===== src/rtl/time_keeper.sv =====
// time_keeper: BCD hh:mm:ss clock with set mode and alarm pulse.
// Define TWELVE_HOUR_EN for 12-hour counting with a PM flag (default build is 24-hour).
module time_keeper (
  input  logic       clk,
  input  logic       reset_n,
  input  logic       sec_inc,
  input  logic       set_mode,
  input  logic       hr_btn,
  input  logic       min_btn,
  input  logic       alarm_en,
  input  logic [7:0] alarm_hr,
  input  logic [7:0] alarm_min,
  input  logic       alarm_pm,
  output logic [7:0] hr,
  output logic [7:0] min,
  output logic [7:0] sec,
  output logic       pm,
  output logic       min_tick,
  output logic       day_wrap,
  output logic       alarm_match
);
  function automatic logic [7:0] bcd_inc(input logic [7:0] v, input logic [7:0] top);
    return (v == top) ? 8'h00 : (v[3:0] == 4'h9) ? {v[7:4] + 4'h1, 4'h0} : v + 8'h01;
  endfunction
`ifdef TWELVE_HOUR_EN
  localparam logic [7:0] HR_RST = 8'h12;
  wire [7:0] hr_step = (hr == 8'h12) ? 8'h01 : (hr == 8'h11) ? 8'h12 : bcd_inc(hr, 8'hff);
  wire       hr_flip = hr == 8'h11;
  wire       hr_last = hr == 8'h11 && pm;
`else
  localparam logic [7:0] HR_RST = 8'h00;
  wire [7:0] hr_step = bcd_inc(hr, 8'h23);
  wire       hr_flip = 1'b0;
  wire       hr_last = hr == 8'h23;
  logic unused_pm;
  assign unused_pm = alarm_pm;
`endif
  logic [7:0] hr_n, min_n, sec_n;
  logic       pm_n, tick_n, wrap_n, match_n;
  always_comb begin
    hr_n    = hr;
    min_n   = min;
    sec_n   = sec;
    pm_n    = pm;
    tick_n  = 1'b0;
    wrap_n  = 1'b0;
    match_n = 1'b0;
    if (set_mode) begin
      sec_n = 8'h00;
      if (hr_btn) begin
        hr_n = hr_step;
        pm_n = pm ^ hr_flip;
      end
      if (min_btn) min_n = bcd_inc(min, 8'h59);
    end else if (sec_inc) begin
      sec_n  = bcd_inc(sec, 8'h59);
      tick_n = sec == 8'h59;
      if (tick_n) begin
        min_n = bcd_inc(min, 8'h59);
        if (min == 8'h59) begin
          hr_n   = hr_step;
          pm_n   = pm ^ hr_flip;
          wrap_n = hr_last;
        end
      end
      // sec rolls to 00 only with tick_n, so the alarm can only hit on a minute boundary
      match_n = alarm_en && tick_n && hr_n == alarm_hr && min_n == alarm_min;
`ifdef TWELVE_HOUR_EN
      match_n = match_n && pm_n == alarm_pm;
`endif
    end
  end
  always_ff @(posedge clk or negedge reset_n)
    if (!reset_n) begin
      hr          <= HR_RST;
      min         <= 8'h00;
      sec         <= 8'h00;
      pm          <= 1'b0;
      min_tick    <= 1'b0;
      day_wrap    <= 1'b0;
      alarm_match <= 1'b0;
    end else begin
      hr          <= hr_n;
      min         <= min_n;
      sec         <= sec_n;
      pm          <= pm_n;
      min_tick    <= tick_n;
      day_wrap    <= wrap_n;
      alarm_match <= match_n;
    end
endmodule


===== config.mk =====
export PLATFORM = sky130hd
export DESIGN_NAME = time_keeper
export DESIGN_NICKNAME = d
export VERILOG_FILES = /design/src/rtl/time_keeper.sv
export SDC_FILE = /design/constraint.sdc
export NUM_CORES = 1
export LEC_CHECK = 0
export CAP_MARGIN = 5
export CORE_ASPECT_RATIO = 1.25
export CORE_MARGIN = 3
export CORE_UTILIZATION = 55
export CTS_CLUSTER_DIAMETER = 100
export DETAILED_ROUTE_END_ITERATION = 7
export GPL_ROUTABILITY_DRIVEN = 0
export PLACE_DENSITY = 0.93
export SLEW_MARGIN = 20
export SYNTH_ARGS = -nofsm -noshare
export SYNTH_HDL_FRONTEND = slang
export SYNTH_SLANG_ARGS = --single-unit

===== constraint.sdc =====
create_clock -name clk -period 4.8 [get_ports clk]
set_clock_uncertainty 0.1 [all_clocks]
set_input_delay 0.96 -clock clk [delete_from_list [all_inputs] [get_ports clk]]
set_output_delay 0.96 -clock clk [all_outputs]
set_load 0.02 [all_outputs]

==> results.toml <==
[timing]
maxClockFrequency_ghz = 0.3138
maxSlewHeadroom_pct = 64.09
final_max_slew_viol_count = 0
timing.setup.tns_ns = 0
min_period_ns = 3.187
final_hold_viol_count = 0
layout_worst_path_cycle_share_pct = 66.40
worst_slew_pin_slew_ns = 0.5346
setup_viol = 0
rsz0062_at_grt = "no"

[yosys]
synthesis.nets = 309
post-synth-top-count-cell = "dfrtp_1"
dominant_combinational_cell_family_by_area_after_synthesis = "simple AND/OR/NAND/NOR gates"
synth.lib_cells_used.distinct = 56
synth_seq_area_share_pct = 29.67
gate_count_of_the_mapped_netlist = 273
yosys.area.top_type = "dfrtp_1"
ys_top_cells_by_count = "dfrtp_1 (27), nand2_1 (26), a21oi_1 (24)"
ys_dominant_reg_cell = "dfrtp_1"
synth_xor_area_share_pct = 6.154
post_synth_fa_ha_maj_area_fraction_pct = 6.593
ys_ff_latch = 27
postSynthAreaPerCell_um2 = 8.341
synth_largest_type_area_fraction_pct = 29.67
post_synth_and_or_nand_nor_area_fraction_pct = 27.58
async_reset_ff_share_pct = 100.0
multiplexer_fraction_of_the_synthesized_cell_area_pct = 6.538
synthesis.yosys.warnings = 0
top_area_cells_in_the_synthesized_netlist = "dfrtp_1 (30%), ha_1 (6.6%), a21oi_1 (5.3%)"
mapped_cell_area_um2 = 2277
synth_enable_flop_cells = 0
synth_compound_area_share_pct = 19.07

[detailed_routing]
vias_per_cell = 6.129
post_detailed_routing_wire_length_mm = 5.821
drcViolationCount = 0
post_drt_wl_per_cell_um = 15.69
drt_pre_antenna_iters = 4
drtIter0Drc = 139
route.vias.total = 2274
route.antenna.remaining_nets = 0

[finish]
finish.net_count = 354
multi_input_area_um2 = 1505
drive_gt1_share_pct = 7.886
fin_util_pct = 73.13
area.sequential_um2 = 675.6
nFillCells = 314
area.growth.synth_to_final_pct = 24.56
antenna_cells = 0

[placement]
io_buffer_count = 49
post-dp-hpwl_mm = 4.365

[power]
swShare_pct = 45.70
internal_power_uw = 668.5
power_mw = 1.231
comb_power_share_pct = 54.7
irDropWorstVdd_mv = 0.3348
pwr-share-seq_pct = 34.2
power_leakage_nw = 1.179
power_density_over_cell_area_nw_per_um2 = 434.0
power.clock.fraction_pct = 11.1
power.switching_uw = 562.7

[die]
placement_rows = 25
core_area_um2 = 3879
die_area_um2 = 4953
die_h_um = 77.94
boundaryPins = 52
initial_standard_cell_utilization_of_the_core_pct = 58.71
die_x_um = 63.55

[clock_tree]
clkTransAtPathRegs_ns = 0.10
num_cts_buffers = 3
clock-sinks = 27
cts_repair_resize_count = 0
cts_max_path_buffers = 2
clock_root_buffer = "clkbuf_8"
cts_post_setup_buffers_inserted = 0
htree_levels = 1
clkLatencyLatePin_ns = 0.28
cts_hold_buffers = 0
tritoncts_clock_tree = "built"

[grt]
grt.total_usage_pct = 24.99
grt_start_max_net_pins = 28
grt_first_pass_wirelength_mm = 10.09
vias_in_the_first_global_route = 2262
antenna_found_initial = 0
global_route.overflow_total = 0

[setup_path]
worst-setup-path-type = "register to register"
critPathArrivalTime_ns = 3.25
crit_fanout = 11
critPathCaptureType = "register"
critical_path.startpoint_type = "register"
critical_path_required_ns = 4.86

[job]
max_capacitance_violation_count = 0

[min_path]
min_path_type = "register to register"

[status]
result_of_the_run = "finished clean"
-- per-layer routing --
layer  up-vias  share of wire, %  GRT usage [%]
met5         -                 0              0
met1      1084                41          29.23
met2        89                51          42.84
met4         0               3.0          13.61
li1       1080                 -              -
met3        21               5.0          4.342
-- final timing paths --
path / slack [ns] / endpoint / cells after the start / from
max: 1.61 / alarm_match / 8 / min[0]
min: 0.45 / hr[7] / 1 / hr[7]
max reg2reg: 1.61 / alarm_match / 8 / min[0]
min reg2reg: 0.45 / hr[7] / 1 / hr[7]
max in group asynchronous: 3.37 / sec[4] / 2 / reset_n
min in group asynchronous: 0.96 / hr[1] / 2 / reset_n
-- placed cells by master, fill, tap and decap left out, drive strengths merged, types with 2 or more instances in the layout --
| cell | synthesis | routed |
|---|---|---|
| o21ai | 19 | 19 |
| nand2 | 28 | 28 |
| a21oi | 25 | 25 |
| mux2 | 7 | 7 |
| a31oi | 6 | 6 |
| mux2i | 7 | 7 |
| nor2 | 21 | 21 |
| nand4 | 6 | 6 |
| nand3 | 12 | 12 |
| dfrtp | 27 | 27 |
| and3b | 5 | 5 |
| xor2 | 4 | 4 |
| a21o | 3 | 3 |
| xnor2 | 12 | 12 |
| clkdlybuf4s50 | 0 | 49 |
| a21boi | 2 | 2 |
| o31ai | 3 | 3 |
| clkbuf | 6 | 3 |
| ha | 12 | 12 |
| nand2b | 6 | 6 |
| nand4b | 2 | 2 |
| a2111oi | 2 | 2 |
| and3 | 3 | 3 |
| inv | 9 | 9 |
| or3 | 3 | 3 |
| nor4 | 3 | 3 |
| nor3 | 11 | 11 |
| buf | 5 | 2 |
| nand3b | 7 | 7 |
| nor2b | 2 | 2 |
-- cells by family after synthesis --
logic type	after synthesis
compound gates	70
xor+xnor	16
fa+ha+maj	12
buf+inv	20
flops	27
mux	14
other cells	1
simple gates	113
-- sequential cells by signal, summed over array words and instances, names as in the netlist --
name	count
hr	8
min	8
sec	8
alarm_match	1
day_wrap	1
min_tick	1
-- final cells by class --
cell class	instances	share of cell area [%]
Clock buffer	3	1.456
Clock inverter	1	0.2647
Inverter	9	1.191
Multi-Input combinational cell	226	53.07
Sequential cell	27	23.82
Tap cell	54	2.382
Timing Repair Buffer	51	17.82
-- through the flow --
| step | setup slack, ns | cell area [um^2] | hold slack, ns | std cells |
|---|---|---|---|---|
| floorplan | 2.113 | 2277 | 0.5334 | 273 |
| global route | 1.401 | 2836 | 0.4641 | 371 |
| finish | 1.613 | 2836 | 0.4487 | 371 |
| global placement | 1.647 | 2788 | 0.4312 | 367 |
| CTS | 1.651 | 2836 | 0.4532 | 371 |
| detailed placement | 1.626 | 2788 | 0.4419 | 367 |
-- critical path, stage by stage (launching register included) --
cell and delay, ns:
dfrtp_1 0.58, ha_1 0.35, nand3b_2 0.22, nor4_4 0.53, nand3_1 0.17, xnor2_1 0.16, a2111oi_0 0.37, nand4b_1 0.17
a2111oi_2 0.40
-- power by group through the flow --
stage,clock (mW),combinational [mW],sequential (mW)
final,0.136,0.674,0.421
after CTS,0.140,0.671,0.419
after global placement,0,0.645,0.417
after global routing,0.153,0.734,0.442
after floorplan,0,0.435,0.433
after detailed placement,0,0.666,0.423
(Power assumes the default switching activity.)
